File: config.mk
export PLATFORM = sky130hd
export DESIGN_NAME = wb_dest_pipe
export DESIGN_NICKNAME = d
export VERILOG_FILES = /design/src/rtl/wb_dest_pipe.sv
export SDC_FILE = /design/constraint.sdc
export NUM_CORES = 1
export LEC_CHECK = 0
export ABC_CLOCK_PERIOD_IN_PS = 900
export BUFFER_PORTS_ARGS = -buffer_cell sky130_fd_sc_hd__buf_2
export CORE_MARGIN = 2
export CORE_UTILIZATION = 40
export DETAILED_ROUTE_END_ITERATION = 8
export GPL_ROUTABILITY_DRIVEN = 1
export HOLD_SLACK_MARGIN = 0.05
export PLACE_DENSITY = 0.73
export SYNTH_ARGS = -nofsm -noshare
export SYNTH_HDL_FRONTEND = slang
export SYNTH_SLANG_ARGS = --single-unit
File: constraint.sdc
create_clock -name clk -period 0.9 [get_ports clk]
set_input_delay 0.09 -clock clk [delete_from_list [all_inputs] [get_ports clk]]
set_output_delay 0.09 -clock clk [all_outputs]
set_load 0.01 [all_outputs]
File: src/rtl/wb_dest_pipe.sv
// Destination-register select feeding a DEPTH-stage tag pipeline with stall, flush and hit compare.
// Optional build macro ZERO_SUPPRESS_EN: issues targeting register 0 enter the pipe as invalid.
module wb_dest_pipe #(
    parameter int unsigned REG_AW   = 5,
    parameter int unsigned N_SRC    = 3,
    parameter int unsigned SEL_W    = 3,
    parameter int unsigned DEPTH    = 3,
    parameter int unsigned CONST_RA = 31,
    parameter int unsigned CONST_SP = 29
) (
    input  logic                    clk,
    input  logic                    reset,
    input  logic [SEL_W-1:0]        sel,
    input  logic [N_SRC*REG_AW-1:0] src_flat,
    input  logic                    in_valid,
    input  logic                    reg_write,
    input  logic                    stall,
    input  logic                    flush,
    input  logic [REG_AW-1:0]       rs_in,
    input  logic [REG_AW-1:0]       rt_in,
    output logic [DEPTH*REG_AW-1:0] dest_q,
    output logic [DEPTH-1:0]        valid_q,
    output logic [REG_AW-1:0]       wb_dest,
    output logic                    wb_en,
    output logic [DEPTH-1:0]        hit_rs,
    output logic [DEPTH-1:0]        hit_rt,
    output logic                    illegal_sel
);

    logic [DEPTH-1:0][REG_AW-1:0] stage_dest_q, stage_dest_d;
    logic [DEPTH-1:0]             stage_valid_q, stage_valid_d;
    logic                         illegal_q, illegal_d;
    logic [REG_AW-1:0]            sel_dest;
    logic                         sel_illegal;
    logic                         new_valid;

    always_comb begin
        sel_dest    = '0;
        sel_illegal = 1'b1;
        for (int unsigned k = 0; k < N_SRC; k++) begin
            if (sel == SEL_W'(k)) begin
                sel_dest    = src_flat[k*REG_AW +: REG_AW];
                sel_illegal = 1'b0;
            end
        end
        if (sel == SEL_W'(N_SRC)) begin
            sel_dest    = REG_AW'(CONST_RA);
            sel_illegal = 1'b0;
        end else if (sel == SEL_W'(N_SRC + 1)) begin
            sel_dest    = REG_AW'(CONST_SP);
            sel_illegal = 1'b0;
        end
    end

`ifdef ZERO_SUPPRESS_EN
    assign new_valid = in_valid && reg_write && !sel_illegal && (sel_dest != '0);
`else
    assign new_valid = in_valid && reg_write && !sel_illegal;
`endif

    always_comb begin
        stage_dest_d  = stage_dest_q;
        stage_valid_d = stage_valid_q;
        if (!stall) begin
            for (int unsigned k = 1; k < DEPTH; k++) begin
                stage_dest_d[k]  = stage_dest_q[k-1];
                stage_valid_d[k] = stage_valid_q[k-1];
            end
        end
        // Flush kills stage 0 even while stalled; older stages follow stall alone.
        if (flush) begin
            stage_dest_d[0]  = '0;
            stage_valid_d[0] = 1'b0;
        end else if (!stall) begin
            stage_dest_d[0]  = sel_dest;
            stage_valid_d[0] = new_valid;
        end
        illegal_d = illegal_q | (in_valid && reg_write && sel_illegal && !stall && !flush);
    end

    always_ff @(posedge clk) begin
        if (reset) begin
            stage_dest_q  <= '0;
            stage_valid_q <= '0;
            illegal_q     <= 1'b0;
        end else begin
            stage_dest_q  <= stage_dest_d;
            stage_valid_q <= stage_valid_d;
            illegal_q     <= illegal_d;
        end
    end

    always_comb begin
        hit_rs = '0;
        hit_rt = '0;
        for (int unsigned k = 0; k < DEPTH; k++) begin
            hit_rs[k] = stage_valid_q[k] && (stage_dest_q[k] == rs_in);
            hit_rt[k] = stage_valid_q[k] && (stage_dest_q[k] == rt_in);
        end
    end

    assign dest_q      = stage_dest_q;
    assign valid_q     = stage_valid_q;
    assign wb_dest     = stage_dest_q[DEPTH-1];
    assign wb_en       = stage_valid_q[DEPTH-1];
    assign illegal_sel = illegal_q;

endmodule

Word-level counts from Yosys, hierarchy flattened
Cells that the tools add are included.
{ "totals": {"ff_bits": 19, "latchBits": 0, "ram_bits": 0, "mem_bits_ro": 0, "input_bits": 34, "output_inout_bits": 31, "word_cells": 43, "mem_count": 0} }
{ "op_classes": {"addsub": 0, "mul": 0, "div": 0, "order_cmp": 0, "eq_ne": 10, "n_shift": 0, "muxes": 10, "bitwise": 1, "n_reduce_logical": 16} }
{ "ops": {"columns": ["cell", "count"], "rows": [
  ["5-bit == test", 6],
  ["5-bit two-way mux", 5],
  ["1-bit logical AND", 11],
  ["3-bit by 2-bit == test with 1-bit output (second input constant)", 2],
  ["1-bit two-way mux", 5],
  ["3-bit by 1-bit == test with 1-bit output (second input constant)", 1],
  ["3-bit == test (second input constant)", 1],
  ["1-bit logical NOT", 3],
  ["3-bit logical NOT", 1],
  ["2-bit OR reduction", 1],
  ["1-bit OR", 1]
]} }

Logic depth before layout (Yosys ltp)
{ "logic_depth": {"ltp_word": 10, "depth_mapped": 4, "depth_no_buf": 3} }

Worst setup path before layout
No wires, ideal clock.
{ "synth_path": {"kind": "register to output", "start": "register stage_dest_q (netlist bit dest_q[0])", "end": "output hit_rs[0]", "arrival_time_ns": 0.986, "required_time_ns": 0.810, "slack_ns": -0.176, "stages_incl_launch_ff": 4, "path_cell_list": "dfxtp_1 -> xor2_1 -> nor4_1 -> and3_1"} }
{ "synth_between": {"elab_chain_len": 2} }
{ "synth_rtl": {"columns": ["element", "line_no", "text"], "rows": [
  ["from (decl)", "30", "logic [DEPTH-1:0][REG_AW-1:0] stage_dest_q, stage_dest_d;"],
  ["from (signal assigned)", "87", "stage_dest_q <= stage_dest_d;"],
  ["5-bit == test", "97", "hit_rs[k] = stage_valid_q[k] && (stage_dest_q[k] == rs_in);"],
  ["1-bit logical AND", "97", null],
  ["to (decl)", "25", "output logic [DEPTH-1:0] hit_rs,"]
]} }
No other way between the ends.

Worst setup path in the final report
{ "layout_path": {"start": "register stage_dest_q (netlist bit dest_q[4])", "end": "output hit_rs[0]"} }
The elaborated chain is that of the path after synthesis.

==> impl_metrics.toml <==
[routing]
wl_met2_um = 1990
final_antenna_net_count = 0
topRoutingLayerUsed = "met4"
first_iter_violations = 72
drt-vias-per-instance = 4.98
vias = 1295
routed_wl_um = 3900
wl_met3_um = 199
firstDrtPassIters = 4
drcViolationCount = 0
wl_met1_um = 1630
wl_per_cell_um = 15.0

[timing]
setup_viol = 28
fmax_ghz = 0.657
worstMarginPinSlew_ns = 0.267
rsz0062_at_grt = "yes"
fin_ws_ns = -0.623
maxSlewHeadroom_pct = 82.2
drv_slew = 0
period_share_pct = 169
layout_min_cycle_time_ns = 1.52
skew_ns = 0.00520
hold_viol = 0
final.setup.tns_ns = -5.67

[clock_tree]
clk_latency_ns = 0.30
cts-buffers-inserted = 3
cts_tree = "yes"
cts.clk_slew.worst_paths_ns = 0.11
cts.path.max_buffers = 2
cts_htree_levels = 1
cts_hold_buf = 0
cts.sinks = 19
clock-root-buffer = "clkbuf_4"

[flow_run]
maxCapViolCount = 0

[critical_path]
worstPathMaxFanout = 4
crit_buf_inv = 1
cp_slowest_cell = "dfxtp_4"
cp_top_family = "simple AND/OR/NAND/NOR gates"
start_kind = "flop"
path_class = "reg2out"
cp-end-kind = "output port"
cp.depth = 4
cp_cell_sequence = "xor2_1 > nor4_1 > and3_1 > buf_2"
r2r-start = "wb_dest[1]"
r2r_setup_slack_ns = -0.06
critPathMaxStageDelay_ns = 0.38
crit_start = "dest_q[4]"
ff2ff_path_depth = 5
timing.rr.end = "wb_dest[1]"
cp.arrival_ns = 1.43
critPathRequiredTime_ns = 0.81

[yosys]
synth_seq_cells = 19
syn_area_per_cell_um2 = 9.06
yosysSeqAreaShare_pct = 31.3
syn-cell-area_mm2 = 0.00121
synth_area_leader_cell = "dfxtp_1"
yosysWarnings = 0
ys_types = 27
synthArstFlopShare_pct = 0
synth_top_area_share_pct = 31.3
synth_flop_cell = "dfxtp_1"
ys_top_cells_by_area = "dfxtp_1, xor2_1, mux2i_1, nor2_1, buf_4"
postSynthNetCount = 168
netlist_instances = 134
synth_edf_count = 0

[cells_and_area]
stdcell_count = 260
antennaDiodeCount = 0
fin_nets = 264
drive_gt1_share_pct = 56.3
syn2layout_area_growth_pct = 70.9
finish.instance_area_mm2 = 0.00207

[hold_path]
hold_start = "flush"
hold_path_class = "in2reg"
hold_depth = 3
hold_end = "valid_q[0]"

[grt]
grt_overflow = 0
gr-usage-all-layers_pct = 22.6
grt_pass1_vias = 1283
grt_first_pass_wirelength_um = 5930
antenna_found_initial = 0
grt_max_degree = 15

[floorplanning]
ios = 65
dieArea_mm2 = 0.00349
core_area_mm2 = 0.00283
die_w_um = 59.1
num_rows = 19
initial_core_util_pct = 42.9
die_h_um = 59.1

[pwr]
report.power.total_mw = 1.74
peakVddDrop_mv = 0.580
p_leak_nw = 1.06
powerDensity_mw_per_mm2 = 839

[placement]
portBuffers = 64
dp_cells = 249
gp_congestion = 0.841
dp_hpwl_um = 2890
dp_slack_ns = -0.291
placed_area_mm2 = 0.00175

[run_status]
outcome = "finished with violations"
violations = "setup timing"
==> layer usage <==
metal  up-vias  global-route usage [%]
met4         0                    8.12
met5         -                       0
li1        644                       -
met3         8                    3.28
met2        59                    42.2
met1       584                    25.9
==> cell type report <==
class,count,area (µm²)
Clock buffer,4,26.3
Tap cell,31,38.8
Fill cell,198,754
Sequential cell,19,427
Inverter,4,15.0
Timing Repair Buffer,101,812
Multi-Input combinational cell,101,756
==> flip-flops by register name (all words and copies together) (netlist names) <==
name / cells
dest_q: 10
wb_dest: 5
valid_q: 3
illegal_sel: 1
==> worst register-to-register path, stage by stage, from the launching register on <==
cell and delay, ns:
dfxtp_4 0.37, buf_6 0.11, buf_6 0.11, buf_6 0.10
mux2i_1 0.12, nor2_1 0.05
==> cell families (layout without fill, tap and decap cells) <==
logic type      Yosys count  after routing  share of synthesized area [%]
xor+xnor                 30             30                           21.6
compound gates           13             13                           8.66
simple gates             45             45                           20.1
buf+inv                  14            109                           7.42
mux                      13             13                           10.8
flops                    19             19                           31.3
==> cell usage after synthesis (all sizes together) (6+ instances only) <==
master,count
and3,6
buf,9
dfxtp,19
mux2i,12
nor2,18
nor4,6
xnor2,6
xor2,24
==> power by group <==
group / switching (mW) / leakage [nW] / internal [mW] / total (mW)
Sequential: 0.0182 / 0.166 / 0.836 / 0.854
Combinational: 0.206 / 0.883 / 0.245 / 0.451
Clock: 0.262 / 0.0150 / 0.173 / 0.435
Total: 0.487 / 1.06 / 1.25 / 1.74
==> worst max path at each step <==
stage	endpoint	slack [ns]
after floorplan	hit_rt[0]	-0.12
after global placement	hit_rt[2]	-0.29
after detailed placement	hit_rs[2]	-0.29
after CTS	hit_rs[2]	-0.63
after global routing	hit_rs[1]	-0.70
final	hit_rs[0]	-0.62
==> placed cells by master (no fill, tap or decap), drive strengths merged <==
cell / synthesis / final
nor3b: 1 / 1
nor4: 6 / 6
mux2: 1 / 1
a21boi: 1 / 1
nand2: 2 / 2
o32ai: 4 / 4
nor3: 1 / 1
dfxtp: 19 / 19
and3b: 1 / 1
nand3b: 1 / 1
xor2: 24 / 24
xnor2: 6 / 6
o21ba: 1 / 1
buf: 9 / 101
or3: 4 / 4
nand2b: 1 / 1
mux2i: 12 / 12
o21ai: 1 / 1
a21oi: 4 / 4
clkbuf: 1 / 4
nor2: 18 / 18
a22oi: 1 / 1
inv: 4 / 4
and3: 6 / 6
or2b: 4 / 4
o221ai: 1 / 1
==> metrics by stage <==
stage	util [%]	hold WS [ns]
after floorplan	-	0.153
after global placement	62.0	0.364
after detailed placement	62.0	0.390
after CTS	71.3	0.0565
after global routing	73.3	0.0749
final	73.3	0.0647
==> what timing repair did <==
| item | CTS | global route |
|---|---|---|
| pin swaps | 3 | 6 |
| gates cloned | 0 | 0 |
| setup buffers | 5 | 4 |
| gates resized for setup | 42 | 12 |
| hold endpoints to repair | 0 | 0 |
| setup endpoints to repair | 30 | 35 |
Note: power is estimated with default switching activity, not from simulation.
